[src/rtl/tag_issuer_if.sv]
// Tag/flush/lock handshake bundle between the controller and the column tag issuer.
// master drives job requests and column locks; slave is the issuer itself.
interface tag_issuer_if #(
    parameter int unsigned NUM_COL = 4,
    parameter int unsigned TW      = $clog2(NUM_COL) + 1
);
    logic               start;
    logic [TW-1:0]      num_active;
    logic               stall;
    logic [NUM_COL-1:0] lock_in;
    logic               buf_rstn;
    logic [TW-1:0]      tag_out;
    logic [NUM_COL-1:0] flush_out;
    logic               busy;
    logic               done;
    logic               err;

    modport master (
        output start, num_active, stall, lock_in,
        input  buf_rstn, tag_out, flush_out, busy, done, err
    );

    modport slave (
        input  start, num_active, stall, lock_in,
        output buf_rstn, tag_out, flush_out, busy, done, err
    );
endinterface

[src/rtl/tag_issuer.sv]
// Column tag issuer: clears the tag buffers, issues tags 1..n with one-hot flushes, waits for locks.
// Define TAG_TIMEOUT_EN to add a watchdog on the lock wait that aborts with an err pulse.
module tag_issuer #(
    parameter int unsigned NUM_COL     = 4,
    parameter int unsigned TW          = $clog2(NUM_COL) + 1,
    parameter int unsigned TIMEOUT_CYC = 255
) (
    input logic         clk,
    input logic         rst,
    tag_issuer_if.slave bus
);
    localparam int unsigned MW = NUM_COL + 1;

    typedef enum logic [2:0] {
        S_IDLE,
        S_CLEAR,
        S_ISSUE,
        S_WAIT_LOCK,
        S_FINISH
    } state_t;

    state_t             state, state_nxt;
    logic [TW-1:0]      cnt, cnt_nxt;
    logic [TW-1:0]      n_q, n_nxt;
    logic [TW-1:0]      tag_nxt;
    logic [NUM_COL-1:0] flush_nxt;
    logic [NUM_COL-1:0] mask_c;
    logic               buf_rstn_nxt, done_nxt, err_nxt;
    logic               start_ok_c, locked_c, to_hit_c;

    assign start_ok_c = (bus.num_active != '0) && (bus.num_active <= TW'(NUM_COL));
    // MW-bit shift so that n == NUM_COL still yields an all-ones mask
    assign mask_c     = NUM_COL'((MW'(1) << n_q) - MW'(1));
    assign locked_c   = (bus.lock_in & mask_c) == mask_c;

`ifdef TAG_TIMEOUT_EN
    localparam int unsigned TOW = $clog2(TIMEOUT_CYC + 1);
    logic [TOW-1:0] to_cnt;

    // Counts cycles spent in WAIT_LOCK; zero on the first WAIT_LOCK cycle
    always_ff @(posedge clk) begin
        if (rst || (state != S_WAIT_LOCK)) to_cnt <= '0;
        else                               to_cnt <= to_cnt + TOW'(1);
    end

    assign to_hit_c = (to_cnt + TOW'(1)) == TOW'(TIMEOUT_CYC);
`else
    logic [31:0] unused_timeout;
    assign unused_timeout = 32'(TIMEOUT_CYC);
    assign to_hit_c       = 1'b0;
`endif

    // Next state and next registered outputs
    always_comb begin
        state_nxt    = state;
        cnt_nxt      = cnt;
        n_nxt        = n_q;
        tag_nxt      = bus.tag_out;
        flush_nxt    = '0;
        buf_rstn_nxt = 1'b1;
        done_nxt     = 1'b0;
        err_nxt      = 1'b0;
        unique case (state)
            S_IDLE: begin
                if (bus.start) begin
                    if (start_ok_c) begin
                        state_nxt    = S_CLEAR;
                        n_nxt        = bus.num_active;
                        cnt_nxt      = TW'(1);
                        buf_rstn_nxt = 1'b0;
                    end else begin
                        err_nxt = 1'b1;
                    end
                end
            end
            S_CLEAR, S_ISSUE: begin
                state_nxt = S_ISSUE;
                if (!bus.stall) begin
                    tag_nxt   = cnt;
                    flush_nxt = NUM_COL'(1) << (cnt - TW'(1));
                    if (cnt == n_q) state_nxt = S_WAIT_LOCK;
                    else            cnt_nxt   = cnt + TW'(1);
                end
            end
            S_WAIT_LOCK: begin
                // completion takes priority over a watchdog expiring in the same cycle
                if (locked_c) begin
                    state_nxt = S_FINISH;
                    done_nxt  = 1'b1;
                    tag_nxt   = '0;
                end else if (to_hit_c) begin
                    state_nxt = S_IDLE;
                    err_nxt   = 1'b1;
                    tag_nxt   = '0;
                end
            end
            S_FINISH: state_nxt = S_IDLE;
            default:  state_nxt = S_IDLE;
        endcase
    end

    always_ff @(posedge clk) begin
        if (rst) begin
            state         <= S_IDLE;
            cnt           <= '0;
            n_q           <= '0;
            bus.buf_rstn  <= 1'b1;
            bus.tag_out   <= '0;
            bus.flush_out <= '0;
            bus.busy      <= 1'b0;
            bus.done      <= 1'b0;
            bus.err       <= 1'b0;
        end else begin
            state         <= state_nxt;
            cnt           <= cnt_nxt;
            n_q           <= n_nxt;
            bus.buf_rstn  <= buf_rstn_nxt;
            bus.tag_out   <= tag_nxt;
            bus.flush_out <= flush_nxt;
            bus.busy      <= (state_nxt != S_IDLE);
            bus.done      <= done_nxt;
            bus.err       <= err_nxt;
        end
    end
endmodule

[src/flat_wrapper.sv]
// flat-port wrapper written by rule: the top's interface ports become plain ports
module tag_issuer_flat 
#(
    parameter int unsigned NUM_COL     = 4,
    parameter int unsigned TW          = $clog2(NUM_COL) + 1,
    parameter int unsigned TIMEOUT_CYC = 255
)
  (clk, rst, bus_start, bus_num_active, bus_stall, bus_lock_in, bus_buf_rstn, bus_tag_out, bus_flush_out, bus_busy, bus_done, bus_err);
  tag_issuer_if #(.NUM_COL(NUM_COL), .TW(TW)) bus_i ();
  input logic clk;
  input logic rst;
  input wire logic [$bits(bus_i.start)-1:0] bus_start;
  input wire logic [$bits(bus_i.num_active)-1:0] bus_num_active;
  input wire logic [$bits(bus_i.stall)-1:0] bus_stall;
  input wire logic [$bits(bus_i.lock_in)-1:0] bus_lock_in;
  output wire logic [$bits(bus_i.buf_rstn)-1:0] bus_buf_rstn;
  output wire logic [$bits(bus_i.tag_out)-1:0] bus_tag_out;
  output wire logic [$bits(bus_i.flush_out)-1:0] bus_flush_out;
  output wire logic [$bits(bus_i.busy)-1:0] bus_busy;
  output wire logic [$bits(bus_i.done)-1:0] bus_done;
  output wire logic [$bits(bus_i.err)-1:0] bus_err;
  assign bus_i.start = bus_start;
  assign bus_i.num_active = bus_num_active;
  assign bus_i.stall = bus_stall;
  assign bus_i.lock_in = bus_lock_in;
  assign bus_buf_rstn = bus_i.buf_rstn;
  assign bus_tag_out = bus_i.tag_out;
  assign bus_flush_out = bus_i.flush_out;
  assign bus_busy = bus_i.busy;
  assign bus_done = bus_i.done;
  assign bus_err = bus_i.err;
  tag_issuer #(.NUM_COL(NUM_COL), .TW(TW), .TIMEOUT_CYC(TIMEOUT_CYC)) u_core (.clk(clk), .rst(rst), .bus(bus_i));
endmodule
[config.mk]
export PLATFORM = sky130hd
export DESIGN_NAME = tag_issuer_flat
export DESIGN_NICKNAME = d
export VERILOG_FILES = /design/src/rtl/tag_issuer_if.sv /design/src/rtl/tag_issuer.sv /design/src/flat_wrapper.sv
export SDC_FILE = /design/constraint.sdc
export NUM_CORES = 1
export LEC_CHECK = 0
export CAP_MARGIN = 20
export CORE_ASPECT_RATIO = 1.1
export CORE_MARGIN = 2
export CORE_UTILIZATION = 47
export DETAILED_ROUTE_END_ITERATION = 7
export GPL_ROUTABILITY_DRIVEN = 0
export PLACE_DENSITY = 0.76
export SKIP_LAST_GASP = 1
export SYNTH_ARGS = -nofsm -noshare
export SYNTH_HDL_FRONTEND = slang
export SYNTH_SLANG_ARGS = --single-unit
[constraint.sdc]
create_clock -name clk -period 2.3 [get_ports clk]
set_input_delay 0.69 -clock clk [delete_from_list [all_inputs] [get_ports clk]]
set_output_delay 0.69 -clock clk [all_outputs]
set_load 0.005 [all_outputs]
==> results.py, run 1 <==
metrics = {
    "power_and_ir_drop": {
        "power.share.sequential_pct": 49.3,
        "p_per_area_mw_per_mm2": 610,
        "p_clk_share_pct": 26.1,
        "p_leak_nw": 0.487,
        "power.total_uw": 777,
        "p_int_uw": 562,
        "vdd_drop_max_mv": 0.421,
        "switching_share_pct": 27.6,
        "pwr-share-comb_pct": 24.6,
        "p_switching_uw": 215,
    },
    "final_layout": {
        "fin_nets": 142,
        "final_cells": 154,
        "final_area_mm2": 0.00127,
        "drive_gt1_share_pct": 15.0,
        "final_util_pct": 69.9,
        "antenna_cells": 0,
        "areaGrowthSynthToFinish_pct": 37.2,
    },
    "grt": {
        "overflow": 0,
        "antenna_found_initial": 0,
        "grt.total_usage_pct": 20.4,
        "grt_pass1_wl_mm": 3.46,
        "grt_pass1_vias": 796,
        "grt_max_degree": 12,
    },
    "timing": {
        "fin_tns_setup_ns": 0,
        "finalCritPeriodShare_pct": 90.6,
        "maxSlewHeadroom_pct": 54.2,
        "tightest_slew_ns": 0.681,
        "layout_setup_ws_ns": 0.217,
        "rsz0062_at_grt": "false",
        "slew_viol_final": 0,
        "fmax_mhz": 480,
        "period_needed_ns": 2.08,
        "finalHoldViolCount": 0,
        "setup_violations": 0,
        "skew_ns": 0.00697,
        "hold_ws_ns": 0.510,
    },
    "min_path": {
        "holdCritStartpoint": "u_core.bus.tag_out[0]",
        "holdCritPathClass": "flop to flop",
        "whs_path_depth": 1,
        "whs_endpoint": "u_core.bus.tag_out[0]",
    },
    "clock_tree": {
        "h-tree-depth": 1,
        "numCtsBuffers": 3,
        "cts.path.max_buffers": 2,
        "post_cts_buffers": 0,
        "cts-resized-gates": 0,
        "cts_hold_buf": 0,
        "cts.reportedPaths.clkPinSlew_ns": 0.11,
        "clkLatencyLatePin_ns": 0.30,
        "cts-root-buf": "clkbuf_4",
        "cts_num_sinks": 20,
        "cts_tree": "yes",
    },
    "run": {
        "cap_violations": 0,
    },
    "logic_synthesis": {
        "seq_area_frac_synth_pct": 43.1,
        "yosys.area.top_type": "dfxtp_1",
        "synth.avg_cell_area_um2": 9.77,
        "ys_ff_latch": 20,
        "ys.flop_type": "dfxtp_1",
        "netlist_top_cells_count": "20 x dfxtp_1, 6 x nor2_1, 5 x inv_1, 5 x nor4b_1",
        "ys_warn_count": 0,
        "synth_edf_count": 0,
        "synthArstFlopShare_pct": 0,
        "synth_cells": 95,
        "syn_nets": 109,
        "syn_area_um2": 928,
        "synth.most_common_cell": "dfxtp_1",
        "ys_types": 37,
        "synthTopCellsByArea": "dfxtp_1 43%, nor4b_1 4.7%, ha_1 4.0%",
        "synth_top_area_share_pct": 43.1,
    },
    "floorplanning": {
        "rows": 16,
        "die_y_um": 50.6,
        "initial_core_util_pct": 51.0,
        "die_x_um": 46.4,
        "ios": 22,
        "die_area_mm2": 0.00235,
        "coreArea_mm2": 0.00182,
    },
    "worst_setup_path": {
        "reg2reg_depth": 6,
        "critPathLaunchType": "flop",
        "end_kind": "flop",
        "cpPeakStageDelay_ns": 0.50,
        "r2r_slack_ns": 0.22,
        "crit_chain": "or3_4 > ha_1 > nor2b_1 > mux2i_1 > or4b_4 > a32o_1",
        "rr_endpoint": "u_core.bus.tag_out[1]",
        "crit_slowest_cell": "or4b_4",
        "crit_fanout": 3,
        "arrival_ns": 2.28,
        "critPathKind": "flop to flop",
        "crit_required_ns": 2.50,
        "rr_startpoint": "u_core.n_q[0]",
    },
    "route": {
        "drc": 0,
        "drtPass1Iterations": 4,
        "vias": 859,
        "wl_per_cell_um": 13.3,
        "ant_nets": 0,
        "routed_wl_mm": 2.05,
        "drt_iter0_markers": 11,
        "vias_per_cell": 5.58,
    },
    "outcome": {
        "status": "finished clean",
    },
    "placement": {
        "dpl_cell_area_mm2": 0.00124,
        "dp.cells": 150,
        "hpwl_mm": 1.62,
        "io_buffers": 21,
        "place_ws_ns": 0.0370,
    },
}
==> state kept, by name, indices dropped and copies added (netlist names) <==
register	flops
u_core.cnt	3
u_core.bus.buf_rstn	1
u_core.bus.tag_out	3
u_core.bus.err	1
u_core.n_q	3
u_core.bus.flush_out	4
u_core.state	3
u_core.bus.done	1
u_core.bus.busy	1
==> how the worst max path moves through the flow <==
stage | start | endpoint | slack, ns | depth (start not counted)
floorplan | u_core.n_q[0] | u_core.bus.tag_out[0] | 0.25 | 6
global placement | bus_lock_in[2] | u_core.bus.tag_out[0] | 0.07 | 5
detailed placement | bus_lock_in[2] | u_core.bus.tag_out[1] | 0.04 | 5
CTS | u_core.n_q[0] | u_core.bus.tag_out[1] | 0.21 | 6
global route | u_core.n_q[0] | u_core.bus.tag_out[1] | 0.18 | 6
finish | u_core.n_q[0] | u_core.bus.tag_out[1] | 0.22 | 6
==> cell usage in the layout, fill, tap and decap left out, types with 3 or more instances in the layout <==
master,n
xor2_1,4
dfxtp_1,20
nor4b_1,5
buf_4,11
a21oi_1,4
a32o_1,3
o21ai_0,3
nand3_1,3
mux2i_1,3
clkdlybuf4s50_1,21
ha_1,3
clkbuf_4,3
or3_1,3
inv_1,5
nand2_1,3
nor2_1,6
==> critical path: cells and delay by family (launching register included) <==
| family | cells | cell delay, ns |
|---|---|---|
| compound gates | 1 | 0.26 |
| fa+ha+maj | 1 | 0.21 |
| flops | 1 | 0.34 |
| mux | 1 | 0.15 |
| simple gates | 3 | 1.02 |
==> kinds of logic (layout without fill, tap and decap cells) <==
| logic type | count (synthesis) | in the layout | share of synthesized area, % |
|---|---|---|---|
| adders and majority gates | 3 | 3 | 4.04 |
| buffers and inverters | 9 | 41 | 3.91 |
| and+or+nand+nor | 35 | 35 | 25.7 |
| DFF | 20 | 20 | 43.1 |
| AOI/OAI and AO/OA | 20 | 20 | 15.2 |
| xor gates and xnor gates | 5 | 5 | 4.72 |
| muxes | 3 | 3 | 3.23 |
==> final cells by class <==
type / instances / area, um^2
fillers: 147 / 548
clock buffers: 4 / 36.3
well taps: 27 / 33.8
multi-input cells: 66 / 492
flip-flops and latches: 20 / 400
repair buffers: 32 / 293
inverters: 5 / 18.8
==> routing by layer <==
layer  vias to the layer above  track usage [%]  routed length, um
li1                        422                -                  -
met1                       408             26.2                911
met2                        25             33.6               1050
met3                         4             3.24                 73
met4                         0             7.14                 20
met5                         -                0                  0
==> power groups by stage <==
stage	registers (mW)	logic, mW	clock network [mW]
floorplan	0.383	0.116	0
global placement	0.390	0.184	0
detailed placement	0.391	0.190	0
CTS	0.383	0.191	0.209
global route	0.386	0.212	0.227
finish	0.383	0.191	0.203
Note: power is estimated with default switching activity, not from simulation.
==> run 2: changes to the inputs <==
--- a/config.mk
+++ b/config.mk
@@ -7,11 +7,13 @@
 export LEC_CHECK = 0
 export CAP_MARGIN = 20
 export CORE_ASPECT_RATIO = 1.1
-export CORE_MARGIN = 2
+export CORE_MARGIN = 3
 export CORE_UTILIZATION = 47
 export DETAILED_ROUTE_END_ITERATION = 7
 export GPL_ROUTABILITY_DRIVEN = 0
+export GPL_TIMING_DRIVEN = 0
 export PLACE_DENSITY = 0.76
+export SKIP_CTS_REPAIR_TIMING = 1
 export SKIP_LAST_GASP = 1
 export SYNTH_ARGS = -nofsm -noshare
 export SYNTH_HDL_FRONTEND = slang
==> results.py, run 2 (synthesized netlist as in run 1, its figures left out) <==
metrics = {
    "placement": {
        "dpl_cell_area_mm2": 0.00116,
        "hpwl_mm": 1.42,
        "io_buffers": 20,
        "place_ws_ns": -0.150,
    },
    "power_and_ir_drop": {
        "p_clk_share_pct": 34.3,
        "vdd_drop_max_mv": 0.368,
        "p_switching_uw": 217,
        "pwr-share-comb_pct": 20.7,
        "p_int_uw": 624,
        "power.share.sequential_pct": 45.0,
        "switching_share_pct": 25.8,
        "p_per_area_mw_per_mm2": 687,
        "power.total_uw": 841,
        "p_leak_nw": 0.451,
    },
    "grt": {
        "overflow": 0,
        "antenna_found_initial": 0,
        "grt_pass1_wl_mm": 3.35,
        "grt_max_degree": 13,
        "grt.total_usage_pct": 17.1,
        "grt_pass1_vias": 780,
    },
    "route": {
        "drt_iter0_markers": 14,
        "vias_per_cell": 5.47,
        "wl_per_cell_um": 12.7,
        "drc": 0,
        "routed_wl_mm": 1.86,
        "vias": 799,
        "drtPass1Iterations": 4,
        "ant_nets": 0,
    },
    "floorplanning": {
        "coreArea_mm2": 0.00182,
        "die_area_mm2": 0.00255,
        "initial_core_util_pct": 51.0,
        "ios": 22,
        "die_y_um": 52.6,
        "rows": 16,
        "die_x_um": 48.4,
    },
    "timing": {
        "slew_viol_final": 0,
        "fmax_mhz": 459,
        "finalCritPeriodShare_pct": 94.7,
        "rsz0062_at_grt": "false",
        "fin_tns_setup_ns": 0,
        "layout_setup_ws_ns": 0.122,
        "maxSlewHeadroom_pct": 35.6,
        "hold_ws_ns": 0.511,
        "tightest_slew_ns": 0.957,
        "period_needed_ns": 2.18,
        "setup_violations": 0,
        "skew_ns": 0.00161,
        "finalHoldViolCount": 0,
    },
    "clock_tree": {
        "cts.reportedPaths.clkPinSlew_ns": 0.12,
        "cts-root-buf": "clkbuf_4",
        "h-tree-depth": 1,
        "clkLatencyLatePin_ns": 0.30,
        "numCtsBuffers": 3,
        "cts_num_sinks": 20,
        "cts.path.max_buffers": 2,
        "cts_tree": "yes",
    },
    "final_layout": {
        "multi_input_area_um2": 500,
        "drive_gt1_share_pct": 10.1,
        "fin_nets": 134,
        "areaGrowthSynthToFinish_pct": 31.8,
        "antenna_cells": 0,
        "regArea_um2": 400,
        "final_area_mm2": 0.00122,
        "final_cell_mix": "20 x clkdlybuf4s50_1, 20 x dfxtp_1, 6 x nor2_1",
        "largest_register_ffs": 4,
        "top_register": "u_core.bus.flush_out",
        "fillers": 143,
    },
    "worst_setup_path": {
        "critPathKind": "flop to flop",
        "path_buf_inv": 0,
        "crit_slowest_cell": "or4b_4",
        "crit_family": "simple AND/OR/NAND/NOR gates",
        "crit_chain": "or3_4 > ha_1 > nor2b_1 > mux2i_2 > or4b_4 > a32o_1",
        "cpPeakStageDelay_ns": 0.50,
        "arrival_ns": 2.39,
        "critPathLaunchType": "flop",
        "crit_fanout": 5,
        "end_kind": "flop",
        "crit_required_ns": 2.51,
    },
    "run": {
        "cap_violations": 0,
    },
    "outcome": {
        "status": "finished clean",
    },
    "min_path": {
        "holdCritPathClass": "flop to flop",
    },
}
==> run 2: cell count changes in the layout (fill, tap and decap cells not counted), sizes merged <==
| cell | change |
|---|---|
| bufinv | +1 |
| buf | -9 |
| clkdlybuf4s50 | -1 |
| clkbuf | +1 |
==> run 2: final cells by class <==
type                       instances  share of cell area (%)
inverter                           5                    1.53
timing repair buffer              20                    16.4
sequential                        20                    32.7
clock buffer                       3                    1.84
clock inverter                     1                    2.45
tap                               27                    2.76
buffer                             4                    1.43
multi-input combinational         66                    40.9
==> run 2: per-stage QoR <==
| stage | cells | util [%] |
|---|---|---|
| final | 146 | 67.2 |
| after global routing | 146 | 67.2 |
| after CTS | 146 | 66.7 |
| after detailed placement | 142 | 63.8 |
| after global placement | 142 | 63.8 |
| after floorplan | 95 | - |
==> run 2: per-layer routing <==
layer  share of wire (%)  up-vias  routed length (um)  global-route usage, %
li1                    -      408                   -                      -
met1                  45      370                 840                   19.4
met2                  49       16                 908                   30.7
met3                 4.0        5                  74                   3.42
met4                 1.8        0                  33                   8.53
met5                   0        -                   0                      0
==> run 2: final timing paths <==
check                        startpoint                     to  slack, ns  cells after the start
setup / recovery          u_core.n_q[0]  u_core.bus.tag_out[0]       0.12                      6
hold / removal    u_core.bus.tag_out[1]  u_core.bus.tag_out[1]       0.51                      1
setup reg to reg          u_core.n_q[0]  u_core.bus.tag_out[0]       0.12                      6
hold reg to reg   u_core.bus.tag_out[1]  u_core.bus.tag_out[1]       0.51                      1
==> run 2: power by group through the flow <==
stage                     combinational, mW  clock [mW]  sequential, mW
after detailed placement              0.170           0           0.386
after floorplan                       0.116           0           0.383
final                                 0.174       0.289           0.379
after global routing                  0.194       0.306           0.381
after global placement                0.166           0           0.385
after CTS                             0.171       0.294           0.379
==> run 3: changes to the inputs <==
--- a/config.mk
+++ b/config.mk
@@ -13,7 +13,6 @@
 export GPL_ROUTABILITY_DRIVEN = 0
 export GPL_TIMING_DRIVEN = 0
 export PLACE_DENSITY = 0.76
-export SKIP_CTS_REPAIR_TIMING = 1
 export SKIP_LAST_GASP = 1
 export SYNTH_ARGS = -nofsm -noshare
 export SYNTH_HDL_FRONTEND = slang
==> results of run 3 <==
No change in the layout: final DEF, timing and power equal those of run 2.
